[src/rtl/magnitude_dma_accel.sv]
// Magnitude accelerator: Avalon-MM register slave plus a master that reads packed
// complex samples {re,im} and writes one saturated magnitude word per sample.
module magnitude_dma_accel #(
   parameter int avs_avalonslave_data_width     = 32,
   parameter int avs_avalonslave_address_width  = 4,
   parameter int avm_avalonmaster_data_width    = 32,
   parameter int avm_avalonmaster_address_width = 32,
   parameter int len_width                      = 16
) (
   input  logic                                      csi_clock_clk,
   input  logic                                      csi_clock_reset_n,
   input  logic [avs_avalonslave_address_width-1:0]  avs_avalonslave_address,
   input  logic                                      avs_avalonslave_read,
   input  logic                                      avs_avalonslave_write,
   input  logic [avs_avalonslave_data_width-1:0]     avs_avalonslave_writedata,
   output logic [avs_avalonslave_data_width-1:0]     avs_avalonslave_readdata,
   output logic [avm_avalonmaster_address_width-1:0] avm_avalonmaster_address,
   output logic                                      avm_avalonmaster_read,
   output logic                                      avm_avalonmaster_write,
   output logic [avm_avalonmaster_data_width-1:0]    avm_avalonmaster_writedata,
   input  logic                                      avm_avalonmaster_waitrequest,
   input  logic [avm_avalonmaster_data_width-1:0]    avm_avalonmaster_readdata,
   output logic                                      ins_irq_irq
);

   localparam int DW  = avs_avalonslave_data_width;
   localparam int AW  = avs_avalonslave_address_width;
   localparam int MDW = avm_avalonmaster_data_width;
   localparam int MAW = avm_avalonmaster_address_width;
   localparam int LW  = len_width;
   localparam int SW  = MDW / 2;

   localparam logic [MAW-1:0] STRIDE      = MAW'(MDW / 8);
   localparam logic [AW-1:0]  ADDR_CTRL   = AW'(0);
   localparam logic [AW-1:0]  ADDR_STATUS = AW'(1);
   localparam logic [AW-1:0]  ADDR_SRC    = AW'(2);
   localparam logic [AW-1:0]  ADDR_DST    = AW'(3);
   localparam logic [AW-1:0]  ADDR_LEN    = AW'(4);
   localparam logic [AW-1:0]  ADDR_COUNT  = AW'(5);

   typedef enum logic [2:0] {
      ST_IDLE = 3'd0,
      ST_RD   = 3'd1,
      ST_CALC = 3'd2,
      ST_WR   = 3'd3,
      ST_FIN  = 3'd4
   } state_t;

   state_t             state_r;
   logic               mode_r;
   logic               irq_en_r;
   logic               busy_r;
   logic               done_r;
   logic               aborted_r;
   logic               abort_pend_r;
   logic [MAW-1:0]     src_r;
   logic [MAW-1:0]     dst_r;
   logic [LW-1:0]      len_r;
   logic [LW-1:0]      count_r;
   logic [MDW-1:0]     rd_data_r;
   logic [MDW-1:0]     res_r;
   logic [MAW-1:0]     addr_r;
   logic               read_r;
   logic               write_r;
   logic [DW-1:0]      readdata_r;

   logic               ctrl_wr_s;
   logic               start_s;
   logic               abort_s;
   logic [LW-1:0]      cnt_next_s;
   logic [MAW-1:0]     src_addr_s;
   logic [MAW-1:0]     dst_addr_s;

   logic signed [SW-1:0]   re_s;
   logic signed [SW-1:0]   im_s;
   logic signed [2*SW-1:0] re_ext_s;
   logic signed [2*SW-1:0] im_ext_s;
   logic signed [2*SW-1:0] re_sq_s;
   logic signed [2*SW-1:0] im_sq_s;
   logic signed [SW:0]     re_wide_s;
   logic signed [SW:0]     im_wide_s;
   logic [SW:0]            re_abs_s;
   logic [SW:0]            im_abs_s;
   logic [MDW:0]           sum_sq_s;
   logic [MDW:0]           abs_sum_s;
   logic [MDW:0]           mag_wide_s;
   logic [MDW-1:0]         mag_s;

   // Control-write decode and per-sample address generation
   always_comb begin
      ctrl_wr_s  = avs_avalonslave_write && (avs_avalonslave_address == ADDR_CTRL);
      start_s    = ctrl_wr_s && avs_avalonslave_writedata[0] && !avs_avalonslave_writedata[3];
      abort_s    = abort_pend_r || (ctrl_wr_s && avs_avalonslave_writedata[3]);
      cnt_next_s = count_r + LW'(1'b1);
      src_addr_s = src_r + MAW'(cnt_next_s) * STRIDE;
      dst_addr_s = dst_r + MAW'(count_r) * STRIDE;
   end

   // Magnitude of the latched sample; one extra bit catches overflow for saturation
   always_comb begin
      re_s      = rd_data_r[MDW-1:SW];
      im_s      = rd_data_r[SW-1:0];
      re_ext_s  = (2*SW)'(re_s);
      im_ext_s  = (2*SW)'(im_s);
      re_sq_s   = re_ext_s * re_ext_s;
      im_sq_s   = im_ext_s * im_ext_s;
      sum_sq_s  = (MDW+1)'($unsigned(re_sq_s)) + (MDW+1)'($unsigned(im_sq_s));
      re_wide_s = (SW+1)'(re_s);
      im_wide_s = (SW+1)'(im_s);
      if (re_wide_s[SW]) begin
         re_abs_s = $unsigned(-re_wide_s);
      end else begin
         re_abs_s = $unsigned(re_wide_s);
      end
      if (im_wide_s[SW]) begin
         im_abs_s = $unsigned(-im_wide_s);
      end else begin
         im_abs_s = $unsigned(im_wide_s);
      end
      abs_sum_s = (MDW+1)'(re_abs_s) + (MDW+1)'(im_abs_s);
      if (mode_r) begin
         mag_wide_s = abs_sum_s;
      end else begin
         mag_wide_s = sum_sq_s;
      end
      if (mag_wide_s[MDW]) begin
         mag_s = {MDW{1'b1}};
      end else begin
         mag_s = mag_wide_s[MDW-1:0];
      end
   end

   // Register file and run sequencer; later assignments take priority (e.g. FIN over W1C)
   always_ff @(posedge csi_clock_clk or negedge csi_clock_reset_n) begin
      if (!csi_clock_reset_n) begin
         state_r      <= ST_IDLE;
         mode_r       <= 1'b0;
         irq_en_r     <= 1'b0;
         busy_r       <= 1'b0;
         done_r       <= 1'b0;
         aborted_r    <= 1'b0;
         abort_pend_r <= 1'b0;
         src_r        <= {MAW{1'b0}};
         dst_r        <= {MAW{1'b0}};
         len_r        <= {LW{1'b0}};
         count_r      <= {LW{1'b0}};
         rd_data_r    <= {MDW{1'b0}};
         res_r        <= {MDW{1'b0}};
         addr_r       <= {MAW{1'b0}};
         read_r       <= 1'b0;
         write_r      <= 1'b0;
      end else begin
         if (avs_avalonslave_write) begin
            case (avs_avalonslave_address)
               ADDR_CTRL: begin
                  irq_en_r <= avs_avalonslave_writedata[2];
                  if (!busy_r) mode_r <= avs_avalonslave_writedata[1];
               end
               ADDR_STATUS: begin
                  if (avs_avalonslave_writedata[1]) done_r <= 1'b0;
                  if (avs_avalonslave_writedata[2]) aborted_r <= 1'b0;
               end
               ADDR_SRC: if (!busy_r) src_r <= MAW'(avs_avalonslave_writedata);
               ADDR_DST: if (!busy_r) dst_r <= MAW'(avs_avalonslave_writedata);
               ADDR_LEN: if (!busy_r) len_r <= LW'(avs_avalonslave_writedata);
               default: ;
            endcase
         end
         if (ctrl_wr_s && avs_avalonslave_writedata[3] && busy_r) abort_pend_r <= 1'b1;

         case (state_r)
            ST_IDLE: begin
               if (start_s) begin
                  done_r    <= 1'b0;
                  aborted_r <= 1'b0;
                  count_r   <= {LW{1'b0}};
                  busy_r    <= 1'b1;
                  if (len_r == {LW{1'b0}}) begin
                     state_r <= ST_FIN;
                  end else begin
                     read_r  <= 1'b1;
                     addr_r  <= src_r;
                     state_r <= ST_RD;
                  end
               end
            end
            ST_RD: begin
               if (!avm_avalonmaster_waitrequest) begin
                  read_r    <= 1'b0;
                  rd_data_r <= avm_avalonmaster_readdata;
                  if (abort_s) begin
                     state_r      <= ST_IDLE;
                     busy_r       <= 1'b0;
                     aborted_r    <= 1'b1;
                     abort_pend_r <= 1'b0;
                  end else begin
                     state_r <= ST_CALC;
                  end
               end
            end
            ST_CALC: begin
               res_r <= mag_s;
               if (abort_s) begin
                  state_r      <= ST_IDLE;
                  busy_r       <= 1'b0;
                  aborted_r    <= 1'b1;
                  abort_pend_r <= 1'b0;
               end else begin
                  write_r <= 1'b1;
                  addr_r  <= dst_addr_s;
                  state_r <= ST_WR;
               end
            end
            ST_WR: begin
               if (!avm_avalonmaster_waitrequest) begin
                  write_r <= 1'b0;
                  count_r <= cnt_next_s;
                  if (abort_s) begin
                     state_r      <= ST_IDLE;
                     busy_r       <= 1'b0;
                     aborted_r    <= 1'b1;
                     abort_pend_r <= 1'b0;
                  end else if (cnt_next_s == len_r) begin
                     state_r <= ST_FIN;
                  end else begin
                     read_r  <= 1'b1;
                     addr_r  <= src_addr_s;
                     state_r <= ST_RD;
                  end
               end
            end
            ST_FIN: begin
               done_r       <= 1'b1;
               busy_r       <= 1'b0;
               abort_pend_r <= 1'b0;
               state_r      <= ST_IDLE;
            end
            default: begin
               state_r <= ST_IDLE;
               read_r  <= 1'b0;
               write_r <= 1'b0;
               busy_r  <= 1'b0;
            end
         endcase
      end
   end

   // Registered slave read mux, one cycle of latency
   always_ff @(posedge csi_clock_clk or negedge csi_clock_reset_n) begin
      if (!csi_clock_reset_n) begin
         readdata_r <= {DW{1'b0}};
      end else if (avs_avalonslave_read) begin
         case (avs_avalonslave_address)
            ADDR_CTRL:   readdata_r <= DW'({irq_en_r, mode_r, 1'b0});
            ADDR_STATUS: readdata_r <= DW'({aborted_r, done_r, busy_r});
            ADDR_SRC:    readdata_r <= DW'(src_r);
            ADDR_DST:    readdata_r <= DW'(dst_r);
            ADDR_LEN:    readdata_r <= DW'(len_r);
            ADDR_COUNT:  readdata_r <= DW'(count_r);
            default:     readdata_r <= {DW{1'b0}};
         endcase
      end else begin
         readdata_r <= {DW{1'b0}};
      end
   end

   assign avs_avalonslave_readdata   = readdata_r;
   assign avm_avalonmaster_address   = addr_r;
   assign avm_avalonmaster_read      = read_r;
   assign avm_avalonmaster_write     = write_r;
   assign avm_avalonmaster_writedata = res_r;
   assign ins_irq_irq                = done_r & irq_en_r;

endmodule

[config.mk]
export PLATFORM = sky130hd
export DESIGN_NAME = magnitude_dma_accel
export DESIGN_NICKNAME = d
export VERILOG_FILES = /design/src/rtl/magnitude_dma_accel.sv
export SDC_FILE = /design/constraint.sdc
export NUM_CORES = 2
export LEC_CHECK = 0
export ABC_AREA = 0
export BUFFER_PORTS_ARGS = -buffer_cell sky130_fd_sc_hd__buf_2
export CORE_ASPECT_RATIO = 0.7
export CORE_UTILIZATION = 38
export CTS_CLUSTER_DIAMETER = 50
export CTS_CLUSTER_SIZE = 20
export DETAILED_ROUTE_END_ITERATION = 8
export RECOVER_POWER = 25
export SLEW_MARGIN = 15
export SYNTH_ARGS = -nofsm -noshare
export SYNTH_HDL_FRONTEND = slang
export SYNTH_SLANG_ARGS = --single-unit
[constraint.sdc]
create_clock -name csi_clock_clk -period 11.9 [get_ports csi_clock_clk]
set_input_delay 2.38 -clock csi_clock_clk [delete_from_list [all_inputs] [get_ports csi_clock_clk]]
set_output_delay 2.38 -clock csi_clock_clk [all_outputs]
set_load 0.005 [all_outputs]
== After elaboration in Yosys (flattened, before gate mapping) ==
Cells that the tools add are included.

* Reduce and logical (&&, ||, !) cells: 27
* Bitwise logic cells: 5
* Add/subtract/negate cells: 7
* Eq/ne operators: 18
* Multiply operators: 2
* Mux-type cells: 54

{| class="wikitable"
|+ Operators by type and width
! kind !! count
|-
| $mux W32 || 8
|-
| $pmux W32 S6 || 1
|-
| $pmux W32 S3 || 1
|-
| $add A32 B18 Y32 || 2
|-
| $mul A16 B16 Y32 || 2
|-
| $mux W17 || 2
|-
| $neg A16 Y17 || 2
|-
| $add A32 B32 Y33 || 1
|-
| $mux W33 || 1
|-
| $mux W16 || 2
|-
| $pmux W16 S2 || 1
|-
| $mux W1 || 23
|-
| $reduce_and A3 Y1 || 7
|-
| $add A17 B17 Y18 || 1
|-
| $mux W3 || 6
|-
| $add A16 B1 Y16 const B || 1
|-
| $eq A16 B16 Y1 || 1
|-
| $logic_not A16 Y1 || 1
|-
| $ne A2 B2 Y1 const B || 8
|-
| $reduce_and A7 Y1 || 2
|-
| $pmux W1 S3 || 4
|-
| $pmux W3 S4 || 1
|-
| $eq A4 B2 Y1 const B || 2
|-
| $eq A4 B3 Y1 const B || 2
|-
| 19 further kinds || 31
|}

* Flip-flop bits (word level): 235
* Logic and storage cells: 130
* Input port bits: 73
* Output and inout port bits: 99

== Longest topological paths before layout ==
* Depth after elaboration: 8
* Depth in mapped cells: 36
* Mapped depth without buffers: 34

== Least setup slack after synthesis ==
OpenSTA, ideal clock, no wires.

* Path type: register to register
* From: register rd_data_r[25]
* To: register res_r[31] (netlist: avm_avalonmaster_writedata[31])
* Setup time: 0.072 ns
* Data required time: 11.828 ns
* Clock period less this slack: 8.138 ns
* Arrival: 8.066 ns
* Stages on the path, launching flop included: 34
* Setup slack: 3.762 ns
* Buffers on the path: 3
* Cells stage by stage: dfrtp_1 -> clkbuf_1 -> clkbuf_1 -> nand2_1 -> fa_1 -> fa_1 -> fa_1 -> inv_1 -> fa_1 -> fa_1 -> inv_1 -> fa_1 -> inv_1 -> ha_1 -> a21o_1 -> a21o_1 -> or2_2 -> o311a_1 -> o21ai_1 -> o21a_1 -> o211ai_1 -> a21oi_1 -> xnor2_1 -> ha_1 -> nand4_1 -> or2_2 -> nor2_1 -> o21ai_0 -> a31o_2 -> a31oi_1 -> clkbuf_1 -> nor2_1 -> mux2_2 -> nor2_1

* Cells in the longest elaborated chain, start to end: 4

{| class="wikitable"
|+ Ends and longest elaborated chain
! item !! line !! RTL
|-
| start, declared || 60 || <nowiki>logic [MDW-1:0] rd_data_r;</nowiki>
|-
| start signal, assigned || 147 || <nowiki>rd_data_r <= {MDW{1'b0}};</nowiki>
|-
| start signal, assigned || 190 || <nowiki>rd_data_r <= avm_avalonmaster_readdata;</nowiki>
|-
| $mul A16 B16 Y32 || 105 || <nowiki>re_sq_s = re_ext_s * re_ext_s;</nowiki>
|-
| $add A32 B32 Y33 || 107 || <nowiki>sum_sq_s = (MDW+1)'($unsigned(re_sq_s)) + (MDW+1)'($unsigned(im_sq_s));</nowiki>
|-
| $mux W33 || 121 || <nowiki>if (mode_r) begin</nowiki>
|-
| $mux W32 || 126 || <nowiki>if (mag_wide_s[MDW]) begin</nowiki>
|-
| end signal, assigned || 148 || <nowiki>res_r <= {MDW{1'b0}};</nowiki>
|-
| end signal, assigned || 202 || <nowiki>res_r <= mag_s;</nowiki>
|-
| end, declared || 61 || <nowiki>logic [MDW-1:0] res_r;</nowiki>
|}

No other way between the ends.
A chain may end at the register's enable or synchronous reset.

== Worst setup path in the final report ==
* From: register rd_data_r[1]
* To: register res_r[10] (netlist: avm_avalonmaster_writedata[10])

* Cells in the longest elaborated chain, start to end: 5
* Elaborated cells between the ends (all ways): 7
* Those cells by class: 3 x add/sub; 1 x mul; 3 x mux

{| class="wikitable"
|+ Ends and longest elaborated chain
! item !! line
|-
| parallel branches: the longest is 3 deep, another holds $add A32 B32 Y33 || --
|-
| $mux W33 * || 121
|-
| $mux W32 * || 126
|}

Mark *: on every way between the ends.

==> out/metrics.cfg <==
[worst_setup_path]
critPathSlowestCell=dfrtp_1
worst_setup_path_start_kind=flop
slowest_delay_ns=0.80
worst_setup_path_end_kind=flop
critPathRequiredTime_ns=12.34
cp_max_fo=18
worstPathArrival_ns=10.37
cpMostUsedCell=fa_1
worstSetupPathType=reg -> reg

[synthesis]
yosys.cell_types.count=87
synth-main-ff-cell=dfrtp_1
synth_top_family_by_area=adder cells
synth_compound_area_share_pct=12.8
yosys.area.top_type_share_pct=29.0
netlist_area_sq_um=33200
ys_seq_elements=235
synth_area_leaders=fa_1, dfrtp_1, ha_1, inv_1, nand2_1
synth-xor-area-share_pct=5.57
synthCells=3620
async_reset_ff_share_pct=100
synth.yosys.seq_area_share_pct=17.7
avgSynthCellArea_sq_um=9.17
ys_warn_count=0
synth_top_area_cell=fa_1
muxShareOfSynthArea_pct=3.76
synth_simple_gate_area_share_pct=12.0
synth-edff-count=0
synthAdderAreaFrac_pct=38.6

[detailed_routing]
wl_um=92600
drc=0
drtAntennaViolNets=0
first_pass_iters=8
num_vias=25576
viasPerCell=5.23
drt_iter0_drc=2160
wl_per_cell_um=18.9

[sta]
finalClockSkew_ns=0.0512
setup_ws_ns=1.97
tns_ns=0
fin_crit_sh_pct=83.5
rsz0062_at_grt=no
max_slew_margin_pct=-306
final_hold_viol_count=0
fmax_ghz=0.101
tightestPinTransition_ns=6.09
finalCriticalPeriod_ns=9.93
finalSetupViolations=0
slew_viol_final=147

[finish]
fillCellCount=8664
final_nets=4524
final_cell_mix=inv_1, fa_1, nand2_1, ha_1, dfrtp_1
syn_to_final_growth_pct=9.97
layout-drive-gt1-share_pct=10.6
fin_area_sq_um=36500
multi_input_area_sq_um=24200
final_common_cell=inv_1
final_core_util_pct=42.3
register_area_sq_um=5880

[floorplanning]
die_area_sq_um=88500
coreArea_sq_um=86300
die_width_um=355
start_util_pct=38.5
die_h_um=249
pin_count=172
num_rows=90

[cts]
numCtsBuffers=36
cts_setup_buffers=0
cts_sinks=235
cts_tree=done
insertion_delay_ns=0.60
cts-root-buf=clkbuf_16
cts_resized=0
clk_pin_slew_ns=0.05
postCtsHoldBufs=0
htree_levels=2
cts_buffer_depth=3

[global_route]
grt_overflow=0
grt_use_total_pct=21.4
antenna_found_initial=3
grt_pass1_wl_um=149000
grt_pass1_vias=25733
grt_max_degree=125

[run]
drv_cap=2

[run_status]
violations=capacitance limit, slew limit
outcome=complete, but fails checks

[placement]
io_buffer_count=171
place_congestion=0.941
dp_slack_ns=2.13
dpl_cell_area_sq_um=35200
hpwl_um=74000

[worst_hold_path]
hold_class=reg -> reg

==> synthesized netlist by cell type (all sizes together) (9+ instances only) <==
| library cell | n |
|---|---|
| ha | 254 |
| buf | 20 |
| o211ai | 18 |
| nor2 | 207 |
| nor4 | 17 |
| xor2 | 63 |
| a21oi | 143 |
| o31ai | 22 |
| o21a | 17 |
| a22o | 10 |
| dfrtp | 235 |
| and3 | 20 |
| nor2b | 15 |
| a31oi | 16 |
| a222oi | 17 |
| nand3 | 42 |
| a21o | 63 |
| a2111oi | 9 |
| inv | 690 |
| a22oi | 19 |
| o2111ai | 9 |
| a31o | 9 |
| nand4 | 20 |
| clkbuf | 118 |
| a21boi | 9 |
| or3 | 22 |
| fa | 481 |
| and2 | 77 |
| a211oi | 28 |
| o21ai | 147 |
| xnor2 | 135 |
| o21bai | 19 |
| a221oi | 17 |
| nand2 | 350 |
| nand2b | 24 |
| nor3 | 39 |
| mux2 | 103 |
==> final timing paths <==
kind / startpoint / end / slack [ns] / cells after the start
max: rd_data_r[1]$_DFFE_PN0P_ / avm_avalonmaster_writedata[10]$_DFFE_PN0P_ / 1.97 / 31
min: avm_avalonmaster_writedata[0]$_DFFE_PN0P_ / avm_avalonmaster_writedata[0]$_DFFE_PN0P_ / 0.47 / 2
max reg2reg: rd_data_r[1]$_DFFE_PN0P_ / avm_avalonmaster_writedata[10]$_DFFE_PN0P_ / 1.97 / 31
min reg2reg: avm_avalonmaster_writedata[0]$_DFFE_PN0P_ / avm_avalonmaster_writedata[0]$_DFFE_PN0P_ / 0.47 / 2
max in group asynchronous: csi_clock_reset_n / avs_avalonslave_readdata[4]$_DFF_PN0_ / 4.43 / 1
min in group asynchronous: csi_clock_reset_n / avs_avalonslave_readdata[24]$_DFF_PN0_ / 4.05 / 1
==> critical path: cells and delay by family, from the launching register on <==
| family | cells | cell delay, ns |
|---|---|---|
| AOI/OAI and AO/OA | 10 | 3.29 |
| buffers and inverters | 6 | 0.95 |
| adders and majority gates | 8 | 3.36 |
| DFF | 1 | 0.80 |
| and+or+nand+nor | 7 | 1.40 |
==> cells by family (layout without fill, tap and decap cells) <==
logic type / count (synthesis) / in the layout
simple gates: 863 / 863
compound gates: 636 / 636
other cells: 1 / 3
fa+ha+maj: 735 / 735
flops: 235 / 235
xor+xnor: 203 / 203
mux: 111 / 111
buf+inv: 836 / 958
==> stage by stage <==
stage,hold WS [ns],instances
2_1_floorplan,0.463,3621
3_3_place_gp,0.448,4828
3_5_place_dp,0.457,4828
4_1_cts,0.481,4893
5_1_grt,0.505,4893
6_report,0.472,4894
==> state kept, by name, summed over array words and instances, names as in the netlist <==
signal	count
count_r	16
irq_en_r	1
avm_avalonmaster_write	1
avm_avalonmaster_writedata	32
len_r	16
abort_pend_r	1
mode_r	1
done_r	1
avs_avalonslave_readdata	32
avm_avalonmaster_read	1
src_r	32
state_r	3
aborted_r	1
busy_r	1
dst_r	32
avm_avalonmaster_address	32
rd_data_r	32
==> layer usage <==
layer / track usage, % / part of all wire (%)
met1: 32.4 / 48
met2: 30.8 / 42
met3: 5.23 / 8.6
met4: 3.82 / 1.6
met5: 0 / 0
==> area by class of cell <==
cell class,instances,share of cell area (%)
timing repair buffer,195,2.85
antenna,1,0.00686
tap,1150,3.94
sequential,235,16.1
clock buffer,40,2.60
multi-input combinational,2550,66.3
clock inverter,25,1.04
inverter,698,7.18
Power is not shown: default switching activity piles up to over one toggle a cycle in this logic, so the estimate is an artifact.
